`config.mk`:
```
export PLATFORM = sky130hd
export DESIGN_NAME = load_store_unit_flat
export DESIGN_NICKNAME = d
export VERILOG_FILES = /design/src/rtl/lsu_pkg.sv /design/src/rtl/lsu_if.sv /design/src/rtl/lsu_lane_align.sv /design/src/rtl/load_store_unit.sv /design/src/flat_wrapper.sv
export SDC_FILE = /design/constraint.sdc
export NUM_CORES = 1
export LEC_CHECK = 0
export ABC_AREA = 0
export CORE_MARGIN = 5
export CORE_UTILIZATION = 38
export DETAILED_ROUTE_END_ITERATION = 7
export PLACE_DENSITY = 0.63
export REMOVE_ABC_BUFFERS = 1
export SLEW_MARGIN = 20
export SYNTH_ARGS = -nofsm -noshare
export SYNTH_HDL_FRONTEND = slang
export SYNTH_SLANG_ARGS = --single-unit
export TNS_END_PERCENT = 20
```
`constraint.sdc`:
```
create_clock -name clk -period 2.73 [get_ports clk]
set_input_delay 0.4095 -clock clk [delete_from_list [all_inputs] [get_ports clk]]
set_output_delay 0.4095 -clock clk [all_outputs]
set_load 0.1 [all_outputs]
```
`src/rtl/lsu_pkg.sv`:
```
// Shared definitions for the load/store unit: funct3 codes, FSM state encoding,
// default widths and the request legality check.
package lsu_pkg;

    localparam int unsigned LSU_ADDR_W = 9;
    localparam int unsigned LSU_DATA_W = 32;

    localparam logic [2:0] F3_B  = 3'b000;
    localparam logic [2:0] F3_H  = 3'b001;
    localparam logic [2:0] F3_W  = 3'b010;
    localparam logic [2:0] F3_BU = 3'b100;
    localparam logic [2:0] F3_HU = 3'b101;

    typedef enum logic [1:0] {
        StIdle = 2'd0,
        StRd   = 2'd1,
        StWr   = 2'd2,
        StResp = 2'd3
    } lsu_state_e;

    // 1 when the request is misaligned or its funct3 is not legal for its direction.
    function automatic logic lsu_req_err(input logic store, input logic [2:0] funct3,
                                         input logic [1:0] addr_lo);
        logic err;
        case (funct3)
            F3_B:    err = 1'b0;
            F3_H:    err = addr_lo[0];
            F3_W:    err = (addr_lo != 2'b00);
            F3_BU:   err = store;
            F3_HU:   err = store | addr_lo[0];
            default: err = 1'b1;
        endcase
        return err;
    endfunction

endpackage

```
`src/rtl/lsu_if.sv`:
```
// Core request/response and data-memory signals of the load/store unit.
// The slave modport is the unit itself; master is the core/memory side.
interface lsu_if #(
    parameter int unsigned ADDR_W = lsu_pkg::LSU_ADDR_W
);
    logic              req_valid;
    logic              req_ready;
    logic              req_store;
    logic [2:0]        req_funct3;
    logic [ADDR_W-1:0] req_addr;
    logic [31:0]       req_wdata;

    logic              resp_valid;
    logic [31:0]       resp_rdata;
    logic              resp_err;

    logic              mem_read;
    logic              mem_write;
    logic [ADDR_W-1:0] mem_addr;
    logic [31:0]       mem_wdata;
    logic [31:0]       mem_rdata;

    modport slave (
        input  req_valid, req_store, req_funct3, req_addr, req_wdata, mem_rdata,
        output req_ready, resp_valid, resp_rdata, resp_err,
        output mem_read, mem_write, mem_addr, mem_wdata
    );

    modport master (
        output req_valid, req_store, req_funct3, req_addr, req_wdata, mem_rdata,
        input  req_ready, resp_valid, resp_rdata, resp_err,
        input  mem_read, mem_write, mem_addr, mem_wdata
    );

endinterface

```
`src/rtl/lsu_lane_align.sv`:
```
// Combinational lane handling: extracts and extends the addressed byte/halfword of a
// memory word for loads, and merges store data into a word for read-modify-write.
module lsu_lane_align
    import lsu_pkg::*;
(
    input  logic [2:0]  funct3,
    input  logic [1:0]  addr_lo,
    input  logic [31:0] word,
    input  logic [15:0] wdata,
    output logic [31:0] load_data,
    output logic [31:0] merged
);

    logic [7:0]  byte_sel;
    logic [15:0] half_sel;

    always_comb begin
        case (addr_lo)
            2'd0: byte_sel = word[7:0];
            2'd1: byte_sel = word[15:8];
            2'd2: byte_sel = word[23:16];
            2'd3: byte_sel = word[31:24];
        endcase
        half_sel = addr_lo[1] ? word[31:16] : word[15:0];

        case (funct3)
            F3_B:    load_data = {{24{byte_sel[7]}}, byte_sel};
            F3_H:    load_data = {{16{half_sel[15]}}, half_sel};
            F3_BU:   load_data = {24'b0, byte_sel};
            F3_HU:   load_data = {16'b0, half_sel};
            default: load_data = word;
        endcase

        // Only SB/SH reach the merge path, so funct3[0] separates halfword from byte.
        merged = word;
        if (funct3[0]) begin
            if (addr_lo[1]) merged[31:16] = wdata;
            else            merged[15:0]  = wdata;
        end else begin
            case (addr_lo)
                2'd0: merged[7:0]   = wdata[7:0];
                2'd1: merged[15:8]  = wdata[7:0];
                2'd2: merged[23:16] = wdata[7:0];
                2'd3: merged[31:24] = wdata[7:0];
            endcase
        end
    end

endmodule

```
`src/rtl/load_store_unit.sv`:
```
// RV32I load/store unit: one request at a time, fixed latency, registered outputs.
// Sub-word stores are done as read-modify-write of the containing word.
module load_store_unit
    import lsu_pkg::*;
#(
    parameter int unsigned ADDR_W = LSU_ADDR_W,
    parameter int unsigned DATA_W = LSU_DATA_W
) (
    input logic clk,
    input logic rst_n,
    lsu_if.slave bus
);

    lsu_state_e        state_q;
    logic [2:0]        funct3_q;
    logic [1:0]        addr_lo_q;
    logic              store_q;
    logic [15:0]       wdata_q;

    logic              accept;
    logic              req_err;
    logic [DATA_W-1:0] load_data;
    logic [DATA_W-1:0] merged;

    assign accept  = bus.req_valid && bus.req_ready;
    assign req_err = lsu_req_err(bus.req_store, bus.req_funct3, bus.req_addr[1:0]);

    lsu_lane_align u_lane_align (
        .funct3    (funct3_q),
        .addr_lo   (addr_lo_q),
        .word      (bus.mem_rdata),
        .wdata     (wdata_q),
        .load_data (load_data),
        .merged    (merged)
    );

    always_ff @(posedge clk or negedge rst_n) begin
        if (!rst_n) begin
            state_q        <= StIdle;
            funct3_q       <= '0;
            addr_lo_q      <= '0;
            store_q        <= 1'b0;
            wdata_q        <= '0;
            bus.req_ready  <= 1'b1;
            bus.resp_valid <= 1'b0;
            bus.resp_err   <= 1'b0;
            bus.resp_rdata <= '0;
            bus.mem_read   <= 1'b0;
            bus.mem_write  <= 1'b0;
            bus.mem_addr   <= '0;
            bus.mem_wdata  <= '0;
        end else begin
            case (state_q)
                StIdle: begin
                    if (accept) begin
                        funct3_q      <= bus.req_funct3;
                        addr_lo_q     <= bus.req_addr[1:0];
                        store_q       <= bus.req_store;
                        wdata_q       <= bus.req_wdata[15:0];
                        bus.req_ready <= 1'b0;
                        if (req_err) begin
                            state_q        <= StResp;
                            bus.resp_valid <= 1'b1;
                            bus.resp_err   <= 1'b1;
                            bus.resp_rdata <= '0;
                        end else begin
                            bus.mem_addr <= {bus.req_addr[ADDR_W-1:2], 2'b00};
                            if (bus.req_store && bus.req_funct3 == F3_W) begin
                                state_q       <= StWr;
                                bus.mem_write <= 1'b1;
                                bus.mem_wdata <= bus.req_wdata;
                            end else begin
                                state_q      <= StRd;
                                bus.mem_read <= 1'b1;
                            end
                        end
                    end
                end
                StRd: begin
                    bus.mem_read <= 1'b0;
                    if (store_q) begin
                        state_q       <= StWr;
                        bus.mem_write <= 1'b1;
                        bus.mem_wdata <= merged;
                    end else begin
                        state_q        <= StResp;
                        bus.resp_valid <= 1'b1;
                        bus.resp_rdata <= load_data;
                    end
                end
                StWr: begin
                    state_q        <= StResp;
                    bus.mem_write  <= 1'b0;
                    bus.resp_valid <= 1'b1;
                    bus.resp_rdata <= '0;
                end
                StResp: begin
                    state_q        <= StIdle;
                    bus.resp_valid <= 1'b0;
                    bus.resp_err   <= 1'b0;
                    bus.resp_rdata <= '0;
                    bus.req_ready  <= 1'b1;
                end
                default: state_q <= StIdle;
            endcase
        end
    end

endmodule
```
`src/flat_wrapper.sv`:
```
// flat-port wrapper written by rule: the top's interface ports become plain ports
module load_store_unit_flat import lsu_pkg::*;
#(
    parameter int unsigned ADDR_W = LSU_ADDR_W,
    parameter int unsigned DATA_W = LSU_DATA_W
)
  (clk, rst_n, bus_req_valid, bus_req_store, bus_req_funct3, bus_req_addr, bus_req_wdata, bus_mem_rdata, bus_req_ready, bus_resp_valid, bus_resp_rdata, bus_resp_err, bus_mem_read, bus_mem_write, bus_mem_addr, bus_mem_wdata);
  lsu_if #(.ADDR_W(ADDR_W)) bus_i ();
  input logic clk;
  input logic rst_n;
  input wire logic [$bits(bus_i.req_valid)-1:0] bus_req_valid;
  input wire logic [$bits(bus_i.req_store)-1:0] bus_req_store;
  input wire logic [$bits(bus_i.req_funct3)-1:0] bus_req_funct3;
  input wire logic [$bits(bus_i.req_addr)-1:0] bus_req_addr;
  input wire logic [$bits(bus_i.req_wdata)-1:0] bus_req_wdata;
  input wire logic [$bits(bus_i.mem_rdata)-1:0] bus_mem_rdata;
  output wire logic [$bits(bus_i.req_ready)-1:0] bus_req_ready;
  output wire logic [$bits(bus_i.resp_valid)-1:0] bus_resp_valid;
  output wire logic [$bits(bus_i.resp_rdata)-1:0] bus_resp_rdata;
  output wire logic [$bits(bus_i.resp_err)-1:0] bus_resp_err;
  output wire logic [$bits(bus_i.mem_read)-1:0] bus_mem_read;
  output wire logic [$bits(bus_i.mem_write)-1:0] bus_mem_write;
  output wire logic [$bits(bus_i.mem_addr)-1:0] bus_mem_addr;
  output wire logic [$bits(bus_i.mem_wdata)-1:0] bus_mem_wdata;
  assign bus_i.req_valid = bus_req_valid;
  assign bus_i.req_store = bus_req_store;
  assign bus_i.req_funct3 = bus_req_funct3;
  assign bus_i.req_addr = bus_req_addr;
  assign bus_i.req_wdata = bus_req_wdata;
  assign bus_i.mem_rdata = bus_mem_rdata;
  assign bus_req_ready = bus_i.req_ready;
  assign bus_resp_valid = bus_i.resp_valid;
  assign bus_resp_rdata = bus_i.resp_rdata;
  assign bus_resp_err = bus_i.resp_err;
  assign bus_mem_read = bus_i.mem_read;
  assign bus_mem_write = bus_i.mem_write;
  assign bus_mem_addr = bus_i.mem_addr;
  assign bus_mem_wdata = bus_i.mem_wdata;
  load_store_unit #(.ADDR_W(ADDR_W), .DATA_W(DATA_W)) u_core (.clk(clk), .rst_n(rst_n), .bus(bus_i));
endmodule
```
# [Word level (Yosys, flattened, before mapping)]
# Index checks and enable logic that the tools add are counted.
[totals] output_inout_bits=78 reg_bits=100 wordCells=95
[classes] n_eq_ne=20 mux=41 n_reduce_logical=19 bitwise_logic=2
[ops] operator="32-bit 2-to-1 mux" count=8
[ops] operator="32-bit one-hot mux with 4 select lines" count=1
[ops] operator="32-bit one-hot mux with 3 select lines" count=1
[ops] operator="32-bit one-hot mux with 2 select lines" count=1
[ops] operator="16-bit 2-to-1 mux" count=3
[ops] operator="8-bit 2-to-1 mux" count=4
[ops] operator="8-bit one-hot mux with 4 select lines" count=1
[ops] operator="3-bit == test, second input constant" count=4
[ops] operator="1-bit 2-to-1 mux" count=12
[ops] operator="5-bit AND reduction" count=2
[ops] operator="3-bit AND reduction" count=3
[ops] operator="2-bit == test, second input constant" count=4
[ops] operator="2-bit by 1-bit inequality test with 1-bit output, second input constant" count=4
[ops] operator="2-bit one-hot mux with 4 select lines" count=1
[ops] operator="3-bit by 1-bit == test with 1-bit output, second input constant" count=2
[ops] operator="3-bit logical NOT" count=2
[ops] operator="2-bit 2-to-1 mux" count=3
[ops] operator="2-bit inequality test, second input constant" count=3
[ops] operator="1-bit one-hot mux with 2 select lines" count=3
[ops] operator="2-bit nonzero test" count=3
[ops] operator="1-bit one-hot mux with 5 select lines" count=1
[ops] operator="2-bit by 1-bit == test with 1-bit output, second input constant" count=2
[ops] operator="2-bit logical NOT" count=2
[ops] operator="1-bit one-hot mux with 4 select lines" count=1
[ops] operator="other kinds (9)" count=11

# [Logic depth before layout (Yosys ltp)]
[logic_depth] depth_word=6 mapped_depth=8 depth_no_buf=6

# [Modules after synthesis]
# Synthesis repeated with hierarchy kept, for this count alone.
[hier_totals] cells_unflattened=472 area_unflattened_um2=5522.8
[modules_own_cells] module="load_store_unit" instances=1 seq_area_each_um2=2503.7 area_per_inst_um2=4267.8 cells_per_inst=291
[modules_own_cells] module="lsu_lane_align" instances=1 seq_area_each_um2=0.0 area_per_inst_um2=1255.0 cells_per_inst=181

# [Least setup slack after synthesis]
# OpenSTA, ideal clock, no wires.
[synth_timing] path_kind="reg2reg" from="reg u_core.bus.req_ready" to="reg u_core.bus.mem_wdata[0]" path_buffers=1 slack_ps=247 period_less_slack_ps=2483 setup_time_ps=125 t_required_ps=2605 t_arrival_ps=2357 stages_incl_launch_ff=6 cell_sequence="dfstp_2 -> nand2_1 -> or4_4 -> a211oi_4 -> buf_6 -> mux2_2"
[synth_via] elab_chain_len=3
[synth_lines] element="from (decl)" line="lsu_if.sv:25" source="output req_ready, resp_valid, resp_rdata, resp_err,"
[synth_lines] element="from (signal assigned)" line="load_store_unit.sv:44" source="bus.req_ready <= 1'b1;"
[synth_lines] element="from (signal assigned)" line="load_store_unit.sv:60" source="bus.req_ready <= 1'b0;"
[synth_lines] element="from (signal assigned)" line="load_store_unit.sv:102" source="bus.req_ready <= 1'b1;"
[synth_lines] element="1-bit logical AND" line="load_store_unit.sv:25" source="assign accept = bus.req_valid && bus.req_ready;"
[synth_lines] element="2-bit by 1-bit inequality test with 1-bit output (no line)"
[synth_lines] element="5-bit AND reduction (no line)"
[synth_lines] element="to (signal assigned)" line="load_store_unit.sv:71" source="bus.mem_wdata <= bus.req_wdata;"
[synth_lines] element="to (signal assigned)" line="load_store_unit.sv:84" source="bus.mem_wdata <= merged;"
[synth_lines] element="to (decl)" line="lsu_if.sv:26" source="output mem_read, mem_write, mem_addr, mem_wdata"
# No other way between the ends.
# A chain may end at the register's enable or synchronous reset.

# [Final worst setup path]
[layout_timing] from="in bus_req_addr[0]" to="reg u_core.bus.resp_rdata[29]"
[layout_via] elab_chain_len=4
[layout_lines] element="from (decl)" line="flat_wrapper.sv:14" source="input wire logic [$bits(bus_i.req_addr)-1:0] bus_req_addr;"
[layout_lines] element="1-bit OR or 2-bit nonzero test (tied branches)" line="lsu_pkg.sv:30, lsu_pkg.sv:28"
[layout_lines] element="1-bit one-hot mux with 5 select lines *" line="lsu_pkg.sv:25" source="case (funct3)"
[layout_lines] element="2-bit by 1-bit inequality test with 1-bit output (no line) *"
[layout_lines] element="3-bit AND reduction (no line) *"
[layout_lines] element="to (signal assigned)" line="load_store_unit.sv:88" source="bus.resp_rdata <= load_data;"
[layout_lines] element="to (decl)" line="lsu_if.sv:25"
# Every way passes the cells marked *; elsewhere a longest branch is shown, timed or not.

==> flow_summary.toml <==
[setup_path]
critical_path_required_ps = 3020
path_cells = "clkdlybuf4s50_1 > a221oi_1 > o31a_1 > a311oi_2 > buf_4 > a22o_1"
critical_path.n_buffers_inverters = 2
setup.worst_path.start_class = "input pin"
cp_top_family = "compound AO/OA/AOI/OAI gates"
timing.setup.critical_path_class = "in2reg"
crit_path_end_kind = "flop"
cpPeakStageDelay_ps = 760
cp_data_arrival_time_ps = 2710
path_max_fanout = 9
cp_slowest_cell = "a311oi_2"

[yosys]
synth_ff_type = "dfrtp_1"
ys_warn_count = 0
synthesis.instances = 541
synth_enable_flop_cells = 0
synth-seq-cells = 100
synth.avg_cell_area_um2 = 10.4
async_s_r_ff_share_synth_pct = 100
synthDominantCellAreaShare_pct = 44.2
yosysSeqAreaShare_pct = 44.7
synth_cell_types = 47
combined_area_of_all_synthesized_cells_um2 = 5610
synth_top_area_cell = "dfrtp_1"
yosys-top-cells-area = "dfrtp_1, mux2_2, a22o_1"

[route]
detail_route.first_pass.iterations = 5
initialDrtViolationCount = 345
routed_wire_length_per_instance_um = 21.1
drt_wl_total_um = 18400
route.vias.total = 5095
drt-vias-per-instance = 5.84
drc = 0
ant_nets = 0

[clocking]
ctsLongestPathBuffers = 2
cts_htree_levels = 3
clock_sink_count = 100
ctsResizeCount = 0
cts-hold-fix-buffers = 0
cts.root.buffer_cell = "clkbuf_16"
post_cts_repair_setup_buffers = 0
tritoncts = "built"
cts_buffers = 9
clkTransAtPathRegs_ps = 70
clkLatencyLatePin_ps = 350

[layout]
syn_to_final_growth_pct = 34.3
most-common-layout-cells = "buf_4, dfrtp_1, clkdlybuf4s50_1"
num_antenna_cells = 0
finalInstanceArea_um2 = 7530
drive_above_1_share_pct = 31.1
finalNetCount = 769

[run_status]
failed_checks = "negative hold slack"
outcome = "complete, but fails checks"

[timing]
fin_crit_sh_pct = 88.6
period_needed_ps = 2420
final_critical_path_setup_slack_ps = 312
fmax_mhz = 413
slew_viol_final = 0
worst_slew_pin_slew_ps = 854
final.setup.tns_ps = 0
endpoints_failing_hold = 5
slew_headroom_pct = 43.1
timing.final.setup_violations = 0
grt_setup_unrepaired = "false"
finClkSkew_ps = 7.73
finalHoldWorstSlack_ps = -4.11

[die]
placeableCoreArea_um2 = 14500
fp-row-count = 44
dieWidth_um = 131
die_area_um2 = 17300
fp.dieH_um = 131
floorplan.io_pins = 158
start_util_pct = 38.7

[hold_path]
worst_hold_path_type = "in2async"

[place]
globalplace.congestion = 0.875
place_area_um2 = 7220
dp.final_hpwl_um = 12900
buffer_ports.inserted = 155
place_worst_setup_slack_ps = -25.2

[flow_run]
maxCapViolations = 0

[grt]
grt_antenna_before_repair = 0
global_route.overflow_total = 0
first_global_vias = 5182
grt_max_degree = 71
grt_first_pass_wirelength_um = 29100
globalRouteTotalUtil_pct = 20.8
[final timing paths]
kind                                                      start                                     to  slack (ps)  depth (start not counted)
min in group clk           u_core.bus.mem_wdata[31]$_DFFE_PN0P_   u_core.bus.mem_wdata[31]$_DFFE_PN0P_         490                          1
hold / removal                                            rst_n   u_core.bus.mem_wdata[11]$_DFFE_PN0P_          -4                          1
hold reg to reg            u_core.bus.mem_wdata[31]$_DFFE_PN0P_   u_core.bus.mem_wdata[31]$_DFFE_PN0P_         490                          1
setup / recovery                                bus_req_addr[0]  u_core.bus.resp_rdata[29]$_DFFE_PN0P_         310                          6
max in group asynchronous                                 rst_n         u_core.funct3_q[0]$_DFFE_PN0P_        2000                          2
setup reg to reg               u_core.bus.req_ready$_DFFE_PN1P_  u_core.bus.resp_rdata[29]$_DFFE_PN0P_         440                          5
[metal layers]
metal / track usage (%) / vias to the layer above / part of all wire [%]
li1: - / 2289 / -
met1: 26.9 / 2566 / 43
met2: 34.2 / 215 / 47
met3: 5.54 / 25 / 8.0
met4: 6.74 / 0 / 1.6
met5: 0 / - / 0
[kinds of logic after synthesis]
logic type	synth area share [%]
AOI/OAI and AO/OA	21.6
adders and majority gates	0.893
buffers and inverters	5.62
DFF	44.7
muxes	16.2
other	0.0669
and+or+nand+nor	11.0
[final cells by class]
type                       count  area, µm²
fill                        1324       6950
multi-input combinational    368       2790
sequential                   100       2500
timing repair buffer         180       1600
clock buffer                  12        246
tap                          184        230
inverter                      26       97.6
clock inverter                 2       60.1
[state kept, by name, summed over array words and instances, names as in the netlist]
name / cells
u_core.addr_lo_q: 2
u_core.bus.mem_addr: 7
u_core.bus.mem_read: 1
u_core.bus.mem_wdata: 32
u_core.bus.mem_write: 1
u_core.bus.req_ready: 1
u_core.bus.resp_err: 1
u_core.bus.resp_rdata: 32
u_core.bus.resp_valid: 1
u_core.funct3_q: 3
u_core.state_q: 2
u_core.store_q: 1
u_core.wdata_q: 16
[per-stage QoR]
stage / utilization [%] / cells
floorplan: - / 494
global placement: 49.9 / 858
detailed placement: 49.9 / 858
CTS: 52.0 / 872
global route: 52.0 / 872
finish: 52.0 / 872
[Yosys cell counts, types with 10 or more instances]
cell type	instances
or2_2	15
a31oi_1	16
nor2_1	24
inv_1	25
mux2i_1	11
mux2_2	70
a22o_1	24
nand2b_1	12
o221ai_1	15
nand3_1	17
o21ai_0	30
nand2_1	18
dfrtp_1	99
a21oi_1	19
clkbuf_1	31
a221oi_1	10
a21o_1	17
Power is left out: the tool's default activity adds up to more than one toggle a clock period on the data nets, which glitch-free logic cannot reach.
